[config.mk]
export PLATFORM = sky130hd
export DESIGN_NAME = hc_step_scheduler
export DESIGN_NICKNAME = d
export VERILOG_FILES = /design/src/rtl/hc_sched_pkg.sv /design/src/rtl/hc_step_watchdog.sv /design/src/rtl/hc_step_scheduler.sv
export SDC_FILE = /design/constraint.sdc
export NUM_CORES = 1
export LEC_CHECK = 0
export CAP_MARGIN = 30
export CORE_MARGIN = 1
export CORE_UTILIZATION = 49
export DETAILED_ROUTE_END_ITERATION = 10
export GPL_TIMING_DRIVEN = 0
export HOLD_SLACK_MARGIN = 0.12
export PLACE_DENSITY = 0.73
export SLEW_MARGIN = 40
export SYNTH_ARGS = -nofsm -noshare
export SYNTH_HDL_FRONTEND = slang
export SYNTH_SLANG_ARGS = --single-unit
[constraint.sdc]
create_clock -name clk -period 3.7 [get_ports clk]
set_clock_uncertainty 0.2 [all_clocks]
set_input_delay 1.11 -clock clk [delete_from_list [all_inputs] [get_ports clk]]
set_output_delay 1.11 -clock clk [all_outputs]
set_load 0.01 [all_outputs]
[src/rtl/hc_sched_pkg.sv]
// Shared definitions for the h*C step scheduler: state encoding and default sizing.
package hc_sched_pkg;

    localparam int SEQ_W_DEF   = 10;
    localparam int TIMEOUT_DEF = 512;
    localparam int TO_W_DEF    = 10;

    localparam logic [2:0] ST_IDLE       = 3'd0;
    localparam logic [2:0] ST_FETCH      = 3'd1;
    localparam logic [2:0] ST_ISSUE      = 3'd2;
    localparam logic [2:0] ST_WAIT       = 3'd3;
    localparam logic [2:0] ST_ABORT_WAIT = 3'd4;
    localparam logic [2:0] ST_DRAIN      = 3'd5;
    localparam logic [2:0] ST_FINISH     = 3'd6;

endpackage

[src/rtl/hc_step_watchdog.sv]
// Cycle counter bounding how long the scheduler waits for core_done.
// expired fires in the cycle where the counter is about to reach TIMEOUT-1.
module hc_step_watchdog #(
    parameter int TIMEOUT = 512,
    parameter int TO_W    = 10
) (
    input  logic clk,
    input  logic rst_n,
    input  logic clear,
    input  logic enable,
    output logic expired
);

    localparam logic [TO_W-1:0] LIMIT = TO_W'(TIMEOUT - 1);

    logic [TO_W-1:0] count_q;
    logic [TO_W-1:0] count_d;
    logic [TO_W-1:0] count_inc;

    always_comb begin
        count_inc = count_q + TO_W'(1);
        count_d   = count_q;
        if (clear) begin
            count_d = '0;
        end else if (enable) begin
            count_d = count_inc;
        end
    end

    // Expiry lines up so that an error becomes visible TIMEOUT cycles after core_start.
    assign expired = enable && !clear && (count_inc == LIMIT);

    always_ff @(posedge clk or negedge rst_n) begin
        if (!rst_n) begin
            count_q <= '0;
        end else begin
            count_q <= count_d;
        end
    end

endmodule

[src/rtl/hc_step_scheduler.sv]
// Token sequencer for the pipelined h*C datapath: fetch a descriptor, start the core,
// wait for completion under a watchdog, hand the result downstream, repeat.
module hc_step_scheduler
    import hc_sched_pkg::*;
#(
    parameter int SEQ_W   = SEQ_W_DEF,
    parameter int TIMEOUT = TIMEOUT_DEF,
    parameter int TO_W    = TO_W_DEF
) (
    input  logic             clk,
    input  logic             rst_n,
    input  logic [SEQ_W-1:0] cfg_seq_len,
    input  logic             cfg_go,
    input  logic             abort,
    input  logic             tok_valid,
    output logic             tok_ready,
    output logic             core_start,
    input  logic             core_done,
    output logic             h_sel,
    output logic             res_valid,
    input  logic             res_ready,
    output logic             res_last,
    output logic [SEQ_W-1:0] tok_idx,
    output logic             busy,
    output logic             run_done,
    output logic             err_timeout,
    output logic             err_spurious
);

    logic [2:0]       state_q, state_d;
    logic [SEQ_W-1:0] seq_len_q, seq_len_d;
    logic [SEQ_W-1:0] tok_idx_q, tok_idx_d;
    logic             h_sel_q, h_sel_d;
    logic             err_timeout_q, err_timeout_d;
    logic             err_spurious_q, err_spurious_d;

    logic wd_clear;
    logic wd_enable;
    logic wd_expired;
    logic is_last;

    assign is_last   = (tok_idx_q == seq_len_q - SEQ_W'(1));
    assign wd_clear  = (state_q == ST_ISSUE);
    assign wd_enable = (state_q == ST_WAIT) || (state_q == ST_ABORT_WAIT);

    hc_step_watchdog #(
        .TIMEOUT (TIMEOUT),
        .TO_W    (TO_W)
    ) u_watchdog (
        .clk     (clk),
        .rst_n   (rst_n),
        .clear   (wd_clear),
        .enable  (wd_enable),
        .expired (wd_expired)
    );

    always_ff @(posedge clk or negedge rst_n) begin
        if (!rst_n) begin
            state_q        <= ST_IDLE;
            seq_len_q      <= '0;
            tok_idx_q      <= '0;
            h_sel_q        <= 1'b0;
            err_timeout_q  <= 1'b0;
            err_spurious_q <= 1'b0;
        end else begin
            state_q        <= state_d;
            seq_len_q      <= seq_len_d;
            tok_idx_q      <= tok_idx_d;
            h_sel_q        <= h_sel_d;
            err_timeout_q  <= err_timeout_d;
            err_spurious_q <= err_spurious_d;
        end
    end

    always_comb begin
        state_d        = state_q;
        seq_len_d      = seq_len_q;
        tok_idx_d      = tok_idx_q;
        err_timeout_d  = err_timeout_q;
        err_spurious_d = err_spurious_q;

        case (state_q)
            ST_IDLE: begin
                if (cfg_go) begin
                    seq_len_d      = cfg_seq_len;
                    tok_idx_d      = '0;
                    err_timeout_d  = 1'b0;
                    err_spurious_d = 1'b0;
                    state_d        = (cfg_seq_len == '0) ? ST_FINISH : ST_FETCH;
                end
            end
            ST_FETCH: begin
                if (abort) begin
                    state_d = ST_FINISH;
                end else if (tok_valid) begin
                    state_d = ST_ISSUE;
                end
            end
            ST_ISSUE: begin
                state_d = ST_WAIT;
            end
            ST_WAIT: begin
                // Completion beats both expiry and abort in the same cycle.
                if (core_done) begin
                    state_d = ST_DRAIN;
                end else if (wd_expired) begin
                    err_timeout_d = 1'b1;
                    state_d       = ST_FINISH;
                end else if (abort) begin
                    state_d = ST_ABORT_WAIT;
                end
            end
            ST_ABORT_WAIT: begin
                if (core_done) begin
                    state_d = ST_FINISH;
                end else if (wd_expired) begin
                    err_timeout_d = 1'b1;
                    state_d       = ST_FINISH;
                end
            end
            ST_DRAIN: begin
                if (res_ready) begin
                    if (is_last || abort) begin
                        state_d = ST_FINISH;
                    end else begin
                        tok_idx_d = tok_idx_q + SEQ_W'(1);
                        state_d   = ST_FETCH;
                    end
                end
            end
            ST_FINISH: begin
                state_d = ST_IDLE;
            end
            default: begin
                state_d = ST_IDLE;
            end
        endcase

        // A completion pulse nobody is waiting for is latched as an error.
        if (core_done && (state_q != ST_WAIT) && (state_q != ST_ABORT_WAIT)) begin
            err_spurious_d = 1'b1;
        end

        h_sel_d = (tok_idx_d != '0);
    end

    always_comb begin
        tok_ready    = (state_q == ST_FETCH) && !abort;
        core_start   = (state_q == ST_ISSUE);
        res_valid    = (state_q == ST_DRAIN);
        res_last     = (state_q == ST_DRAIN) && is_last;
        busy         = (state_q != ST_IDLE);
        run_done     = (state_q == ST_FINISH);
        h_sel        = h_sel_q;
        tok_idx      = tok_idx_q;
        err_timeout  = err_timeout_q;
        err_spurious = err_spurious_q;
    end

endmodule

# After elaboration in Yosys (flattened, before gate mapping)

Cells that the tools add are included.

Word-level logic and storage cells: 74
Flip-flop bits (word level): 36
Input port bits: 17

Reduce and logical (&&, ||, !) cells: 23
Eq/ne operators: 17
Multiplexer cells: 24
$add $sub $neg: 3

Operators by type and width:

| operator                | count |
|---|---|
| $mux W10                | 5 |
| $mux W3                 | 11 |
| $add A10 B1 Y10 const B | 2 |
| $pmux W10 S2            | 1 |
| $pmux W3 S6             | 1 |
| $eq A10 B10 Y1          | 1 |
| $eq A10 B9 Y1 const B   | 1 |
| $logic_not A10 Y1       | 1 |
| $reduce_bool A10 Y1     | 1 |
| $sub A10 B1 Y10 const B | 1 |
| $eq A3 B3 Y1 const B    | 3 |
| $reduce_bool A2 Y1      | 4 |
| $eq A3 B2 Y1 const B    | 2 |
| $logic_and A1 B1 Y1     | 6 |
| $ne A3 B2 Y1 const B    | 2 |
| $ne A3 B3 Y1 const B    | 2 |
| $mux W1                 | 5 |
| $reduce_and A5 Y1       | 1 |
| $ne A2 B1 Y1 const B    | 2 |
| $ne A2 B2 Y1 const B    | 2 |
| $ne A4 B3 Y1 const B    | 1 |
| $reduce_and A2 Y1       | 2 |
| $reduce_and A4 Y1       | 1 |
| $eq A3 B1 Y1 const B    | 1 |
| other kinds (6)         | 8 |

# Depth between registers and ports, before layout

Depth after elaboration: 7
Gate-level depth with buffers: 12
Gate-level depth less buffers: 11

# Cells and area by module

From an unflattened synthesis, not the netlist that was laid out.

Cell total of the unflattened synthesis: 275
Area total of the unflattened synthesis: 2338.5 um^2

Modules (own cells, without submodules):

| module            | cells each | area each (um^2) | times used |
|---|---|---|---|
| hc_step_scheduler | 219        | 1794.2           | 1 |
| hc_step_watchdog  | 56         | 544.3            | 1 |

# Worst setup path after synthesis

OpenSTA, ideal clock, no wires.

Path type: reg2out
Start: register seq_len_q[0]
End: output port res_last
Required time: 2.390 ns
Data arrival time: 1.703 ns
Cell stages (with the launch flop): 10
Slack: 0.687 ns
Cell sequence: dfrtp_1 inv_1 ha_1 clkbuf_1 or2b_1 a21boi_0 o31ai_1 a211oi_1 nand2_1 nor2_1

Longest elaborated chain between the ends: 3

RTL lines:

| what                     | line                     | source |
|---|---|---|
| start: declaration       | hc_step_scheduler.sv:31  | `logic [SEQ_W-1:0] seq_len_q, seq_len_d;` |
| start signal: assignment | hc_step_scheduler.sv:67  | `seq_len_q <= seq_len_d;` |
| $sub A10 B1 Y10          | hc_step_scheduler.sv:42  | `assign is_last = (tok_idx_q == seq_len_q - SEQ_W'(1));` |
| $eq A10 B10 Y1           | hc_step_scheduler.sv:42  |  |
| $logic_and A1 B1 Y1      | hc_step_scheduler.sv:151 | `res_last = (state_q == ST_DRAIN) && is_last;` |
| end: declaration         | hc_step_scheduler.sv:22  | `output logic res_last,` |

Every way passes these cells.

# Worst setup path after layout

Start: register seq_len_q[2]
End: output port res_last

The elaborated chain is that of the path after synthesis.

==> flow_metrics.tcl <==
set metrics [dict create \
    status "completed" \
    antenna_cells 0 \
    io_pins 36 \
    clkTransAtPathRegs_ns 0.07 \
    hold_viol_final 0 \
    r2r-end "h_sel$_DFF_PN0_" \
    drv_cap 0 \
    switching_power_w 0.0007982 \
    via_per_inst 5.768 \
    area_growth_pct 24.32 \
    finalInstanceArea_um2 3083 \
    nNetsFinal 350 \
    criticalPathCategory "flip-flop to output port" \
    grt_pass1_vias 2113 \
    r2r_start "seq_len_q[2]$_DFFE_PN0P_" \
    wl_met3_um 351 \
    ys_seq_elements 36 \
    ys_warn_count 0 \
    tightest_slew_ns 0.5852 \
    synth_simple_gate_area_share_pct 27.40 \
    dpl_cell_area_um2 2937 \
    synth-compound-area-share_pct 17.46 \
    relSlewSlack_pct 60.99 \
    synth_fa_ha_area_share_pct 2.018 \
    rrSetupSlack_ns 0.41 \
    start_util_pct 51.82 \
    instances_no_fill 397 \
    critPathRequiredTime_ns 2.39 \
    pwr-share-seq_pct 33.2 \
    ant_nets 0 \
    fin_util_pct 64.42 \
    total_power_w 0.001912 \
    rsz0062_at_grt "yes" \
    grt_max_degree 22 \
    clockRootBuffer "clkbuf_8" \
    portBuffers 35 \
    grt_pass1_wl_um 10010 \
    p_per_area_nw_per_um2 620.1 \
    wirelength_um 6107 \
    ir_worst_vdd_mv 0.3095 \
    fin_crit_ns 3.641 \
    cts_tree "yes" \
    num_rows 25 \
    clk_latency_ns 0.29 \
    critPathLaunchType "flip-flop" \
    die_x_um 73.14 \
    drc_errors 0 \
    power.clock.fraction_pct 18.0 \
    place_congestion 0.9092 \
    wl_per_cell_um 15.38 \
    async_reset_ff_share_pct 100.0 \
    ys_types 57 \
    core_um2 4786 \
    setup_violations 0 \
    internal_power_w 0.001113 \
    htree_levels 2 \
    yosysSeqAreaShare_pct 36.33 \
    path_max_fanout 9 \
    netlist_area_um2 2480 \
    comb_power_share_pct 48.8 \
    routed-via-count 2290 \
    post-place-ws_ns -0.06855 \
    arrival_ns 2.33 \
    synth_top_family_by_area "simple AND/OR/NAND/NOR gates" \
    cp-end-kind "output port" \
    cts_buffer_depth 2 \
    synth_xor_area_share_pct 4.238 \
    gr-total-overflow 0 \
    grt_use_total_pct 24.57 \
    synthFlopType "dfrtp_1" \
    clkSinkCount 36 \
    drt-met1-wl_um 2748 \
    rr_worst_depth 10 \
    antenna_found_initial 0 \
    fin_ws_ns 0.05918 \
    hp-class "flip-flop to flip-flop" \
    synth_mux_area_share_pct 7.871 \
    swShare_pct 41.75 \
    drt-initial-drc-count 162 \
    synth_cells 288 \
    place_inst 391 \
    fmax_ghz 0.2747 \
    whs_path_depth 2 \
    dieArea_um2 5349 \
    maxSlewViolCount 0 \
    top_layer "met4" \
    hold_start "err_timeout$_DFFE_PN0P_" \
    postSynthAreaPerCell_um2 8.611 \
    die_h_um 73.14 \
    leakage_nw 1.299 \
    dp_hpwl_um 4497 \
    cts_buffers 5 \
    hold_buffers 0 \
    dr.pass1.iters 4 \
    hold_end "err_timeout$_DFFE_PN0P_" \
    synth-edff-count 0 \
    syn_nets 309 \
    post-route-period-util_pct 98.40 \
    drive_gt1_share_pct 11.52 \
    wl_met2_um 2945 \
]
cell usage in the layout, fill, tap and decap left out, drive strengths merged, types with 4 or more instances in the layout:
cell / n
mux2: 12
o21ai: 17
dfrtp: 36
or3: 5
inv: 16
a21oi: 12
ha: 4
o22ai: 4
nor3: 8
o31ai: 5
mux2i: 6
clkbuf: 13
nand3b: 4
nor2: 24
and3: 7
clkdlybuf4s50: 32
nand3: 13
nand2b: 6
buf: 6
nand4: 4
xor2: 11
nand2: 30
nor4: 5
worst max-delay path, cell delays in order, from the launching register on:
cell and delay (ns):
dfrtp_1 0.37, buf_6 0.14, nor4_4 0.33, nand3b_1 0.18, mux2i_1 0.18, a211oi_1 0.26
nand2_1 0.15, nor2_1 0.14, dlygate4sd2_1 0.28
stage by stage:
stage / hold WS (ns) / setup TNS [ns]
detailed placement: 0.2690 / -0.1493
global placement: 0.2743 / -0.1326
finish: 0.3008 / 0
floorplan: 0.2993 / 0
CTS: 0.2986 / 0
global route: 0.3309 / -0.03587
how the worst max path moves through the flow:
stage / end / start
finish: res_last / seq_len_q[2]$_DFFE_PN0P_
global route: res_last / seq_len_q[3]$_DFFE_PN0P_
CTS: tok_ready / abort
detailed placement: tok_ready / abort
global placement: res_valid / state_q[0]$_DFFE_PN0P_
floorplan: res_last / seq_len_q[0]$_DFFE_PN0P_
routing by layer:
metal | vias up | global-route usage [%]
met3 | 5 | 5.801
met5 | - | 0
met2 | 67 | 40.43
met4 | 0 | 8.061
li1 | 1133 | -
met1 | 1085 | 31.68
Yosys cell counts, drive strengths merged, types with 2 or more instances:
| cell type | number | area share, % |
|---|---|---|
| dfrtp | 36 | 36 |
| nand2 | 30 | 4.5 |
| nor2 | 24 | 3.6 |
| o21ai | 17 | 3.4 |
| inv | 16 | 2.4 |
| nand3 | 13 | 2.6 |
| a21oi | 12 | 2.4 |
| mux2 | 12 | 5.4 |
| clkbuf | 11 | 1.7 |
| xor2 | 11 | 3.9 |
| nor3 | 8 | 1.6 |
| and3 | 7 | 1.8 |
| mux2i | 6 | 2.4 |
| nand2b | 6 | 1.5 |
| nor4 | 5 | 1.8 |
| o31ai | 5 | 1.5 |
| or3 | 5 | 1.3 |
| ha | 4 | 2.0 |
| nand3b | 4 | 1.2 |
| nand4 | 4 | 1.0 |
| o22ai | 4 | 1.0 |
| a32oi | 3 | 1.1 |
| and2 | 3 | 0.76 |
| o221ai | 3 | 1.1 |
| or2 | 3 | 0.76 |
| a2111oi | 2 | 0.96 |
| a211o | 2 | 0.71 |
| a22o | 2 | 0.71 |
| a31oi | 2 | 0.50 |
| buf | 2 | 0.61 |
| nand4b | 2 | 1.3 |
| nor3b | 2 | 0.61 |
| o211ai | 2 | 0.61 |
| or4 | 2 | 0.61 |
state kept, by name, summed over array words and instances, names as in the netlist:
| name | count |
|---|---|
| state_q | 3 |
| seq_len_q | 10 |
| u_watchdog.count_q | 10 |
| err_spurious | 1 |
| h_sel | 1 |
| err_timeout | 1 |
| tok_idx | 10 |
cell families (layout without fill, tap and decap cells):
kind of cell | after synthesis | after routing
buffers and inverters | 29 | 71
adder cells (fa/ha/maj) | 4 | 4
AO/OA/AOI/OAI | 64 | 64
multiplexers | 18 | 18
flip-flops | 36 | 36
AND/OR/NAND/NOR | 125 | 125
XOR/XNOR | 12 | 12
layout make-up:
type                            instances  area [um2]
Multi-Input combinational cell        223        1499
Timing Repair Buffer                   38       389.1
Tap cell                               67       83.83
Sequential cell                        36       902.1
Clock buffer                            6       72.57
Buffer                                  9       41.29
Fill cell                             400        1703
Inverter                               16       60.06
Clock inverter                          2       35.03
repair_timing:
item / in CTS / in global routing
resized for setup: 5 / 6
cloned: 0 / 0
pin swaps: 0 / 1
endpoints found under the setup margin: 3 / 3
buffers inserted: 2 / 0
power groups by stage:
stage / Combinational [W] / Sequential [W] / Clock [W]
after floorplan: 0.000640 / 0.000605 / 0
after global placement: 0.000866 / 0.000624 / 0
after detailed placement: 0.000883 / 0.000626 / 0
after CTS: 0.000909 / 0.000625 / 0.000354
after global routing: 0.00103 / 0.000655 / 0.000370
final: 0.000933 / 0.000634 / 0.000345
Note: power is estimated with default switching activity, not from simulation.
